### src/rtl/adpll_loop_seq_if.sv
// Programming bus from the loop sequencer to the ADPLL parameter registers.
interface adpll_loop_seq_if;
    logic       clr;
    logic       pgm;
    logic [2:0] param_sel;
    logic [4:0] pgm_value;

    modport master (output clr, output pgm, output param_sel, output pgm_value);
    modport slave  (input  clr, input  pgm, input  param_sel, input  pgm_value);
endinterface

### src/rtl/adpll_loop_seq.sv
// ADPLL programming and lock-supervision sequencer: clears and loads the parameter
// set, watches the filter magnitude for lock, and swaps acquisition/tracking gains.
module adpll_loop_seq #(
    parameter int unsigned LOCK_CNT   = 64,
    parameter int unsigned UNLOCK_CNT = 8
) (
    input  logic             clk,
    input  logic             rst,
    input  logic             start,
    input  logic             abort,
    input  logic [3:0]       ndiv_cfg,
    input  logic [4:0]       acq_alpha,
    input  logic [4:0]       acq_beta,
    input  logic [4:0]       trk_alpha,
    input  logic [4:0]       trk_beta,
    input  logic [4:0]       dco_offset_cfg,
    input  logic [4:0]       dco_thresh_cfg,
    input  logic [4:0]       kdco_cfg,
    input  logic [4:0]       lock_tol,
    input  logic [4:0]       filt_val,
    input  logic             filt_sign,
    adpll_loop_seq_if.master pgm_if,
    output logic             busy,
    output logic             locked,
    output logic [3:0]       relock_cnt
);

    localparam int unsigned RUN_W = 8;
    localparam logic [RUN_W-1:0] LOCK_LAST   = RUN_W'(LOCK_CNT - 1);
    localparam logic [RUN_W-1:0] UNLOCK_LAST = RUN_W'(UNLOCK_CNT - 1);

    typedef enum logic [2:0] {
        S_IDLE, S_CLEAR, S_LOAD_ACQ, S_ACQUIRE, S_LOAD_TRK, S_TRACK, S_LOAD_REACQ
    } state_e;

    state_e           state_q, state_d;
    logic [2:0]       beat_q, beat_d;
    logic [RUN_W-1:0] run_q, run_d;
    logic [3:0]       relock_q, relock_d;

    logic [3:0] ndiv_q, ndiv_d;
    logic [4:0] aa_q, aa_d, ab_q, ab_d, ta_q, ta_d, tb_q, tb_d;
    logic [4:0] off_q, off_d, thr_q, thr_d, kdco_q, kdco_d, tol_q, tol_d;

    logic       clr_q, clr_d, pgm_q, pgm_d, busy_q, busy_d, locked_q, locked_d;
    logic [2:0] sel_q, sel_d;
    logic [4:0] val_q, val_d;
    logic       in_tol;
    logic       unused_sign;

    // Sign of the filter output plays no part in the lock decision.
    assign unused_sign = filt_sign;
    assign in_tol      = (filt_val <= tol_q);

    // Next-state, run counter and shadow capture.
    always_comb begin
        state_d  = state_q;
        beat_d   = beat_q;
        run_d    = run_q;
        relock_d = relock_q;
        ndiv_d   = ndiv_q;
        aa_d     = aa_q;
        ab_d     = ab_q;
        ta_d     = ta_q;
        tb_d     = tb_q;
        off_d    = off_q;
        thr_d    = thr_q;
        kdco_d   = kdco_q;
        tol_d    = tol_q;

        if (abort) begin
            state_d = S_IDLE;
            beat_d  = 3'd0;
            run_d   = '0;
        end else begin
            case (state_q)
                S_IDLE: begin
                    if (start) begin
                        state_d  = S_CLEAR;
                        relock_d = 4'd0;
                        ndiv_d   = ndiv_cfg;
                        aa_d     = acq_alpha;
                        ab_d     = acq_beta;
                        ta_d     = trk_alpha;
                        tb_d     = trk_beta;
                        off_d    = dco_offset_cfg;
                        thr_d    = dco_thresh_cfg;
                        kdco_d   = kdco_cfg;
                        tol_d    = lock_tol;
                    end
                end
                S_CLEAR: begin
                    state_d = S_LOAD_ACQ;
                    beat_d  = 3'd0;
                end
                S_LOAD_ACQ: begin
                    if (beat_q == 3'd5) begin
                        state_d = S_ACQUIRE;
                        beat_d  = 3'd0;
                        run_d   = '0;
                    end else begin
                        beat_d = beat_q + 3'd1;
                    end
                end
                S_ACQUIRE: begin
                    if (!in_tol) begin
                        run_d = '0;
                    end else if (run_q == LOCK_LAST) begin
                        run_d   = '0;
                        state_d = S_LOAD_TRK;
                        beat_d  = 3'd0;
                    end else begin
                        run_d = run_q + RUN_W'(1);
                    end
                end
                S_LOAD_TRK: begin
                    if (beat_q == 3'd1) begin
                        state_d = S_TRACK;
                        beat_d  = 3'd0;
                        run_d   = '0;
                    end else begin
                        beat_d = 3'd1;
                    end
                end
                S_TRACK: begin
                    if (in_tol) begin
                        run_d = '0;
                    end else if (run_q == UNLOCK_LAST) begin
                        run_d    = '0;
                        state_d  = S_LOAD_REACQ;
                        beat_d   = 3'd0;
                        relock_d = (relock_q == 4'd15) ? 4'd15 : relock_q + 4'd1;
                    end else begin
                        run_d = run_q + RUN_W'(1);
                    end
                end
                S_LOAD_REACQ: begin
                    if (beat_q == 3'd1) begin
                        state_d = S_ACQUIRE;
                        beat_d  = 3'd0;
                        run_d   = '0;
                    end else begin
                        beat_d = 3'd1;
                    end
                end
                default: begin
                    state_d = S_IDLE;
                    beat_d  = 3'd0;
                    run_d   = '0;
                end
            endcase
        end
    end

    // Outputs are decoded from the next state so the flops present them in that state's cycle.
    always_comb begin
        clr_d    = (state_d == S_CLEAR);
        busy_d   = (state_d != S_IDLE);
        locked_d = (state_d == S_TRACK);
        pgm_d    = 1'b0;
        sel_d    = 3'd0;
        val_d    = 5'd0;
        case (state_d)
            S_LOAD_ACQ: begin
                pgm_d = 1'b1;
                sel_d = beat_d;
                case (beat_d)
                    3'd0:    val_d = {1'b0, ndiv_q};
                    3'd1:    val_d = aa_q;
                    3'd2:    val_d = ab_q;
                    3'd3:    val_d = off_q;
                    3'd4:    val_d = thr_q;
                    default: val_d = kdco_q;
                endcase
            end
            S_LOAD_TRK: begin
                pgm_d = 1'b1;
                sel_d = (beat_d == 3'd0) ? 3'd1 : 3'd2;
                val_d = (beat_d == 3'd0) ? ta_q : tb_q;
            end
            S_LOAD_REACQ: begin
                pgm_d = 1'b1;
                sel_d = (beat_d == 3'd0) ? 3'd1 : 3'd2;
                val_d = (beat_d == 3'd0) ? aa_q : ab_q;
            end
            default: ;
        endcase
    end

    always_ff @(posedge clk or posedge rst) begin
        if (rst) begin
            state_q  <= S_IDLE;
            beat_q   <= 3'd0;
            run_q    <= '0;
            relock_q <= 4'd0;
            ndiv_q   <= 4'd0;
            aa_q     <= 5'd0;
            ab_q     <= 5'd0;
            ta_q     <= 5'd0;
            tb_q     <= 5'd0;
            off_q    <= 5'd0;
            thr_q    <= 5'd0;
            kdco_q   <= 5'd0;
            tol_q    <= 5'd0;
            clr_q    <= 1'b0;
            pgm_q    <= 1'b0;
            sel_q    <= 3'd0;
            val_q    <= 5'd0;
            busy_q   <= 1'b0;
            locked_q <= 1'b0;
        end else begin
            state_q  <= state_d;
            beat_q   <= beat_d;
            run_q    <= run_d;
            relock_q <= relock_d;
            ndiv_q   <= ndiv_d;
            aa_q     <= aa_d;
            ab_q     <= ab_d;
            ta_q     <= ta_d;
            tb_q     <= tb_d;
            off_q    <= off_d;
            thr_q    <= thr_d;
            kdco_q   <= kdco_d;
            tol_q    <= tol_d;
            clr_q    <= clr_d;
            pgm_q    <= pgm_d;
            sel_q    <= sel_d;
            val_q    <= val_d;
            busy_q   <= busy_d;
            locked_q <= locked_d;
        end
    end

    assign pgm_if.clr       = clr_q;
    assign pgm_if.pgm       = pgm_q;
    assign pgm_if.param_sel = sel_q;
    assign pgm_if.pgm_value = val_q;
    assign busy             = busy_q;
    assign locked           = locked_q;
    assign relock_cnt       = relock_q;

endmodule
### src/flat_wrapper.sv
// flat-port wrapper written by rule: the top's interface ports become plain ports
module adpll_loop_seq_flat 
#(
    parameter int unsigned LOCK_CNT   = 64,
    parameter int unsigned UNLOCK_CNT = 8
)
  (clk, rst, start, abort, ndiv_cfg, acq_alpha, acq_beta, trk_alpha, trk_beta, dco_offset_cfg, dco_thresh_cfg, kdco_cfg, lock_tol, filt_val, filt_sign, busy, locked, relock_cnt, pgm_if_clr, pgm_if_pgm, pgm_if_param_sel, pgm_if_pgm_value);
  adpll_loop_seq_if pgm_if_i ();
  input  logic clk;
  input  logic rst;
  input  logic start;
  input  logic abort;
  input  logic [3:0] ndiv_cfg;
  input  logic [4:0] acq_alpha;
  input  logic [4:0] acq_beta;
  input  logic [4:0] trk_alpha;
  input  logic [4:0] trk_beta;
  input  logic [4:0] dco_offset_cfg;
  input  logic [4:0] dco_thresh_cfg;
  input  logic [4:0] kdco_cfg;
  input  logic [4:0] lock_tol;
  input  logic [4:0] filt_val;
  input  logic filt_sign;
  output logic busy;
  output logic locked;
  output logic [3:0] relock_cnt;
  output wire logic [$bits(pgm_if_i.clr)-1:0] pgm_if_clr;
  output wire logic [$bits(pgm_if_i.pgm)-1:0] pgm_if_pgm;
  output wire logic [$bits(pgm_if_i.param_sel)-1:0] pgm_if_param_sel;
  output wire logic [$bits(pgm_if_i.pgm_value)-1:0] pgm_if_pgm_value;
  assign pgm_if_clr = pgm_if_i.clr;
  assign pgm_if_pgm = pgm_if_i.pgm;
  assign pgm_if_param_sel = pgm_if_i.param_sel;
  assign pgm_if_pgm_value = pgm_if_i.pgm_value;
  adpll_loop_seq #(.LOCK_CNT(LOCK_CNT), .UNLOCK_CNT(UNLOCK_CNT)) u_core (.clk(clk), .rst(rst), .start(start), .abort(abort), .ndiv_cfg(ndiv_cfg), .acq_alpha(acq_alpha), .acq_beta(acq_beta), .trk_alpha(trk_alpha), .trk_beta(trk_beta), .dco_offset_cfg(dco_offset_cfg), .dco_thresh_cfg(dco_thresh_cfg), .kdco_cfg(kdco_cfg), .lock_tol(lock_tol), .filt_val(filt_val), .filt_sign(filt_sign), .pgm_if(pgm_if_i), .busy(busy), .locked(locked), .relock_cnt(relock_cnt));
endmodule
### config.mk
export PLATFORM = sky130hd
export DESIGN_NAME = adpll_loop_seq_flat
export DESIGN_NICKNAME = d
export VERILOG_FILES = /design/src/rtl/adpll_loop_seq_if.sv /design/src/rtl/adpll_loop_seq.sv /design/src/flat_wrapper.sv
export SDC_FILE = /design/constraint.sdc
export NUM_CORES = 1
export LEC_CHECK = 0
export CORE_ASPECT_RATIO = 1.1
export CORE_UTILIZATION = 30
export CTS_BUF_LIST = sky130_fd_sc_hd__clkbuf_8 sky130_fd_sc_hd__clkbuf_16
export CTS_CLUSTER_SIZE = 8
export DETAILED_ROUTE_END_ITERATION = 8
export SYNTH_ARGS = -nofsm -noshare
export SYNTH_HDL_FRONTEND = slang
export SYNTH_SLANG_ARGS = --single-unit
### constraint.sdc
create_clock -name clk -period 4.2 [get_ports clk]
set_input_delay 0.84 -clock clk [delete_from_list [all_inputs] [get_ports clk]]
set_output_delay 0.84 -clock clk [all_outputs]
set_load 0.005 [all_outputs]
# Yosys cells after proc, flatten, opt, wreduce, memory -nomap -nowiden
# Index checks and enable logic that the tools add are counted.
totals:
  regBits: 74
  latch_bits: 0
  mem_bits_rw: 0
  rom_bits: 0
  inputBits: 54
  out_inout_bits: 16
  elab_cells: 99
  n_memories: 0
classes:
  add_sub_neg: 3
  n_mul: 0
  n_div: 0
  n_lt_le_gt_ge: 1
  n_eq_ne: 26
  n_shift: 0
  muxes: 38
  bitwise_logic: 1
  n_reduce_logical: 11
ops:
  columns: ["op", "n"]
  rows:
  - ["$mux 8", 7]
  - ["$mux 3", 15]
  - ["$pmux 8 s5", 1]
  - ["$pmux 5 s5", 1]
  - ["$eq 3x3->1 const B", 8]
  - ["$pmux 3 s7", 1]
  - ["$mux 4", 4]
  - ["$eq 3x2->1 const B", 5]
  - ["$pmux 3 s5", 1]
  - ["$pmux 5 s3", 1]
  - ["$eq 3x1->1 const B", 4]
  - ["$mux 5", 2]
  - ["$add 8x1->8 const B", 1]
  - ["$eq 8x3->1 const B", 1]
  - ["$eq 8x6->1 const B", 1]
  - ["$pmux 4 s2", 1]
  - ["$logic_not 3->1", 2]
  - ["$pmux 3 s2", 1]
  - ["$reduce_and 3->1", 2]
  - ["$reduce_or 2->1", 3]
  - ["$le 5x5->1", 1]
  - ["$reduce_and 5->1", 1]
  - ["$add 4x1->4 const B", 1]
  - ["$eq 4x4->1 const B", 1]
  - ["other kinds (11)", 14]

# Logic depth before layout (Yosys ltp)
depth:
  ltp_word: 8
  mapped_depth: 11
  mapped_depth_nobuf: 11

# Worst setup path before layout
# OpenSTA, ideal clock, no wires.
synth_timing:
  kind: "input-to-reg"
  from: "input filt_val[0]"
  to: "register u_core.val_q[3] (netlist: u_core.pgm_if.pgm_value[3])"
  setup_time_ns: 0.140
  arrival_ns: 2.893
  t_required_ns: 4.060
  path_slack_ns: 1.166
  stages: 11
  path_buffers: 1
  path_cell_list: "inv_1 ha_1 nand2b_1 a211oi_4 o22a_4 o221ai_2 a311o_1 buf_2 and3_1 a211oi_1 o221ai_1"
synth_between:
  elab_chain_len: 7
  elab_cells_between_ends: 21
  classes_between: "1 x order compare; 7 x eq/ne; 12 x mux; 1 x reduce/logical"
synth_rtl:
  columns: ["element", "line", "source"]
  rows:
  - ["from (decl)", "flat_wrapper.sv:22", "input logic [4:0] filt_val;"]
  - ["$le 5x5->1 (*)", "adpll_loop_seq.sv:53", "assign in_tol = (filt_val <= tol_q);"]
  - ["$mux 3, on equally long branches", "adpll_loop_seq.sv:126, adpll_loop_seq.sv:106", null]
  - ["$pmux 3 s5", "adpll_loop_seq.sv:76", "case (state_q)"]
  - ["$mux 3", "adpll_loop_seq.sv:71", "if (abort) begin"]
  - ["$eq 3x3->1, or another cell as far along", "adpll_loop_seq.sv:167", "case (beat_d)"]
  - ["$pmux 5 s5, or another cell as far along", "adpll_loop_seq.sv:167", null]
  - ["$pmux 5 s3 (*)", "adpll_loop_seq.sv:163", "case (state_d)"]
  - ["via u_core.val_d[3]", "adpll_loop_seq.sv:47", "logic [4:0] val_q, val_d;"]
  - ["to (signal assigned)", "adpll_loop_seq.sv:228", "val_q <= val_d;"]
  - ["to (decl)", "adpll_loop_seq.sv:47", null]
# The timed path passes the listed nets; every way through them passes the cells marked *.
# A chain may end at the register's enable or synchronous reset.

# Worst setup path in the final report
layout_timing:
  from: "input filt_val[0]"
  to: "register u_core.val_q[4] (netlist: u_core.pgm_if.pgm_value[4])"
# The elaborated chain is that of the path after synthesis.

==> impl_table.tex <==
\begin{tabular}{lr}
\hline
Metric & Value \\
\hline
\multicolumn{2}{l}{\textbf{Synthesis}} \\
\quad FFs w/ async S/R, synth & 100.0\% \\
\quad Count of state elements after synthesis & 74 \\
\quad Number of distinct library cells after synthesis & 62 \\
\quad Yosys warnings & 0 \\
\quad Synth Cell Area & 4098 sq um \\
\quad Post-Synthesis Cells & 477 \\
\quad Register area share after synthesis & 45.19\% \\
\quad Mapped Nets & 538 \\
\quad Post-synthesis area per instance & 8.591 sq um \\
\quad Main flop type after synthesis & sky130\_fd\_sc\_hd\_\_dfrtp\_1 \\
\quad Count of flip-flops with a built-in enable after synthesis & 0 \\
\multicolumn{2}{l}{\textbf{Cells and area}} \\
\quad Share of the core filled with cells in the final layout & 40.01\% \\
\quad Diode count & 0 \\
\quad Net count, final & 607 \\
\quad Fin area & 5309 sq um \\
\quad Layout overhead on the synthesized area & 29.56\% \\
\quad Fill cells & 1392 \\
\quad Share of layout cells above drive strength 1 & 9.619\% \\
\multicolumn{2}{l}{\textbf{Setup path}} \\
\quad Capturing element type of the critical path & flip-flop \\
\quad Critical Path RT & 4.46 ns \\
\quad Largest fanout of any net on the critical path & 10 \\
\quad Setup Crit Path Kind & in2reg \\
\quad Max stage delay cell, worst path & sky130\_fd\_sc\_hd\_\_o41ai\_2 \\
\quad CP arrival & 3.82 ns \\
\quad CP max stage delay & 0.48 ns \\
\quad Worst-path cell chain & clkdlybuf4s50\_1, inv\_1, ha\_1, nand2b\_1, a211oi\_4, nor3\_2, o41ai\_2, a31o\_1, nand3\_1, a2111o\_1, o221ai\_2 \\
\quad Number of buffers and inverters on the critical path & 2 \\
\quad Delay-heaviest family, CP & compound AO/OA/AOI/OAI gates \\
\quad Sort of element at the start of the critical path & input port \\
\multicolumn{2}{l}{\textbf{Timing}} \\
\quad Hold Violations, Final & 0 \\
\quad Tmin final & 3.568 ns \\
\quad Slew Viols, Final & 0 \\
\quad Final period util & 84.95\% \\
\quad RSZ-0062 raised after global routing & no \\
\quad Clock Skews & 0.006929 ns \\
\quad Worst slew slack as a fraction of its limit & 31.32\% \\
\quad Final sum of negative setup slack & 0 ns \\
\quad Maximum clock frequency & 0.2803 GHz \\
\quad Final Setup Violations & 0 \\
\quad Transition time at the pin with the least slew margin & 1.029 ns \\
\multicolumn{2}{l}{\textbf{Clock tree}} \\
\quad Clock latency on the worst-skew pair & 0.34 ns \\
\quad Number of H-tree levels & 3 \\
\quad Quantity of gates resized following cts & 0 \\
\quad Total CTS buffers & 9 \\
\quad TritonCTS clock tree & yes \\
\quad Number of buffers inserted for hold repair after clock tree synthesis & 0 \\
\quad Clk sinks & 74 \\
\quad CTS Buffer Depth & 2 \\
\quad Register clock-pin slew on the reported worst setup and hold paths & 0.06 ns \\
\quad CTS Root Cell & sky130\_fd\_sc\_hd\_\_clkbuf\_16 \\
\quad Total setup buffers inserted after CTS & 0 \\
\multicolumn{2}{l}{\textbf{Global route}} \\
\quad Vias in the first global route & 3563 \\
\quad Wire length of the first global-routing pass & 17.68 mm \\
\quad Total global-route track usage & 16.03\% \\
\quad Number of antenna violations at the first check in global routing & 0 \\
\quad GRT Residual Overflow & 0 \\
\quad Maximum number of pins on one net before global-route repair & 56 \\
\multicolumn{2}{l}{\textbf{Die}} \\
\quad Number of top-level pins & 70 \\
\quad Area of the die & 14130 sq um \\
\quad Initial core utilization & 30.88\% \\
\quad Number of core rows & 44 \\
\quad Area of the core & 13270 sq um \\
\quad Die height & 124.6 microns \\
\quad Die Wd & 113.4 microns \\
\multicolumn{2}{l}{\textbf{Detailed routing}} \\
\quad Average wire per cell in the routed design & 14.29 microns \\
\quad Routed WL & 10.51 mm \\
\quad DRC violation total after the first TritonRoute iteration & 148 \\
\quad Residual DRC & 0 \\
\quad First-pass iteration count of the detailed router & 5 \\
\quad Detail Route Antenna Nets & 0 \\
\quad Ratio of routed vias to standard cells & 4.898 \\
\quad Vias & 3600 \\
\multicolumn{2}{l}{\textbf{Power and ir drop}} \\
\quad Total power divided by cell area & 399.9 nW/um\^{}2 \\
\quad Highest ir drop seen on vdd & 0.0001688 V \\
\quad Leakage power total & 2.358 nW \\
\multicolumn{2}{l}{\textbf{Placement}} \\
\quad Detailed placer's ending HPWL & 7.756 mm \\
\quad Final estimated routing congestion in global placement & 0.8639 \\
\quad Port Buf Inserts & 68 \\
\quad Placed cell area & 5004 sq um \\
\multicolumn{2}{l}{\textbf{Status}} \\
\quad Status & finished, final reports clean \\
\multicolumn{2}{l}{\textbf{Min path}} \\
\quad Worst min path class & reg2reg \\
\multicolumn{2}{l}{\textbf{Job}} \\
\quad Max cap viols & 0 \\
\hline
\end{tabular}
==> cells in the final DEF, fill, tap and decap left out, drive strengths merged, types with 2 or more instances in the layout <==
cell type | netlist | routed
and2b | 2 | 2
o221ai | 6 | 6
a21oi | 16 | 16
a31o | 3 | 3
nand2b | 6 | 6
o21ai | 45 | 45
nor3b | 2 | 2
a22o | 3 | 3
a31oi | 7 | 7
buf | 6 | 11
o21a | 2 | 2
nor3 | 5 | 5
dfrtp | 74 | 74
clkdlybuf4s50 | 0 | 68
or3 | 2 | 2
o41ai | 2 | 2
a21bo | 6 | 6
and2 | 3 | 3
nand3b | 4 | 4
o22ai | 2 | 2
nor2 | 19 | 19
nand3 | 20 | 20
a21o | 7 | 7
clkbuf | 15 | 10
a211oi | 8 | 8
and3 | 6 | 6
ha | 7 | 7
a21boi | 2 | 2
mux2i | 8 | 8
nor2b | 3 | 3
o32a | 2 | 2
clkinvlp | 0 | 2
nand2 | 136 | 136
inv | 24 | 26
o31ai | 9 | 9
==> synthesized netlist by cell type, types with 3 or more instances <==
cell | count | share of area [%]
sky130_fd_sc_hd__a211oi_1 | 6 | 1.1
sky130_fd_sc_hd__a21bo_2 | 6 | 1.5
sky130_fd_sc_hd__a21o_1 | 7 | 1.3
sky130_fd_sc_hd__a21oi_1 | 16 | 2.0
sky130_fd_sc_hd__a22o_1 | 3 | 0.64
sky130_fd_sc_hd__a31oi_1 | 7 | 1.1
sky130_fd_sc_hd__and2_1 | 3 | 0.46
sky130_fd_sc_hd__and3_1 | 6 | 0.92
sky130_fd_sc_hd__buf_2 | 4 | 0.49
sky130_fd_sc_hd__clkbuf_1 | 15 | 1.4
sky130_fd_sc_hd__dfrtp_1 | 74 | 45
sky130_fd_sc_hd__ha_1 | 7 | 2.1
sky130_fd_sc_hd__inv_1 | 19 | 1.7
sky130_fd_sc_hd__inv_2 | 5 | 0.46
sky130_fd_sc_hd__mux2i_1 | 8 | 2.0
sky130_fd_sc_hd__nand2_1 | 135 | 12
sky130_fd_sc_hd__nand2b_1 | 6 | 0.92
sky130_fd_sc_hd__nand3_1 | 20 | 2.4
sky130_fd_sc_hd__nand3b_1 | 4 | 0.73
sky130_fd_sc_hd__nor2_1 | 18 | 1.6
sky130_fd_sc_hd__nor2b_1 | 3 | 0.46
sky130_fd_sc_hd__nor3_1 | 4 | 0.49
sky130_fd_sc_hd__o21ai_0 | 39 | 4.8
sky130_fd_sc_hd__o21ai_1 | 6 | 0.73
sky130_fd_sc_hd__o221ai_1 | 4 | 0.85
sky130_fd_sc_hd__o31ai_1 | 8 | 1.5
==> final timing paths <==
check	startpoint	slack [ns]	end	cells past startpoint
setup / recovery	filt_val[0]	0.63	u_core.pgm_if.pgm_value[4]	11
hold / removal	u_core.thr_q[3]	0.48	u_core.thr_q[3]	2
setup reg to reg	u_core.tol_q[4]	1.22	u_core.pgm_if.pgm_value[4]	10
hold reg to reg	u_core.thr_q[3]	0.48	u_core.thr_q[3]	2
max in group asynchronous	rst	2.35	u_core.off_q[3]	3
min in group asynchronous	rst	1.08	u_core.relock_cnt[3]	2
==> power by group <==
group          internal [mW]  switching [mW]  total [mW]  leakage, nW
Combinational          0.191           0.245       0.435         1.25
Sequential             0.829          0.0804       0.909        0.961
Clock                  0.477           0.302       0.778        0.147
==> final cells by class <==
class	count	area, sq um	share of cell area [%]
timing repair buffer	79	763.2	14.38
clock inverter	6	66.31	1.249
tap	184	230.2	4.337
clock buffer	10	239.0	4.502
multi-input combinational	358	2068	38.96
inverter	24	90.09	1.697
sequential	74	1852	34.88
==> cells by family after synthesis <==
family	Yosys count	share of synthesized area (%)
mux	9	2.229
buf+inv	45	4.336
simple gates	210	22.57
compound gates	132	23.54
flops	74	45.19
fa+ha+maj	7	2.137
==> metrics by stage <==
step	hold WS, ns	std cells	setup WS [ns]	power (mW)
2_1_floorplan	0.4368	477	1.166	1.190
3_3_place_gp	0.4600	719	0.3084	1.347
3_5_place_dp	0.4578	719	0.2445	1.358
4_1_cts	0.4728	735	0.5994	2.145
5_1_grt	0.5057	735	0.4012	2.250
6_report	0.4768	735	0.6322	2.123
==> metal layers <==
layer	global-route usage (%)	part of all wire, %	vias up
li1	-	-	1804
met1	21.16	47	1705
met2	25.41	47	71
met3	3.212	3.7	20
met4	6.889	2.4	0
met5	0	0	-
==> state kept, by name (all words and copies together), names as in the netlist <==
name and flops:
u_core.off_q 5, u_core.ndiv_q 4, u_core.tb_q 5, u_core.pgm_if.param_sel 3, u_core.ta_q 5, u_core.aa_q 5
u_core.beat_q 3, u_core.tol_q 5, u_core.kdco_q 5, u_core.pgm_if.pgm 1, u_core.state_q 3, u_core.run_q 8
u_core.ab_q 5, u_core.busy 1, u_core.pgm_if.clr 1, u_core.pgm_if.pgm_value 5, u_core.relock_cnt 4, u_core.thr_q 5
u_core.locked 1
==> worst register-to-register path: cells and delay by family, from the launching register on <==
family / cells / cell delay, ns
flip-flops: 1 / 0.32
AND/OR/NAND/NOR: 3 / 0.47
buffers and inverters: 1 / 0.05
AO/OA/AOI/OAI: 5 / 1.76
adder cells (fa/ha/maj): 1 / 0.29
Power figures use the tool's default switching activity.
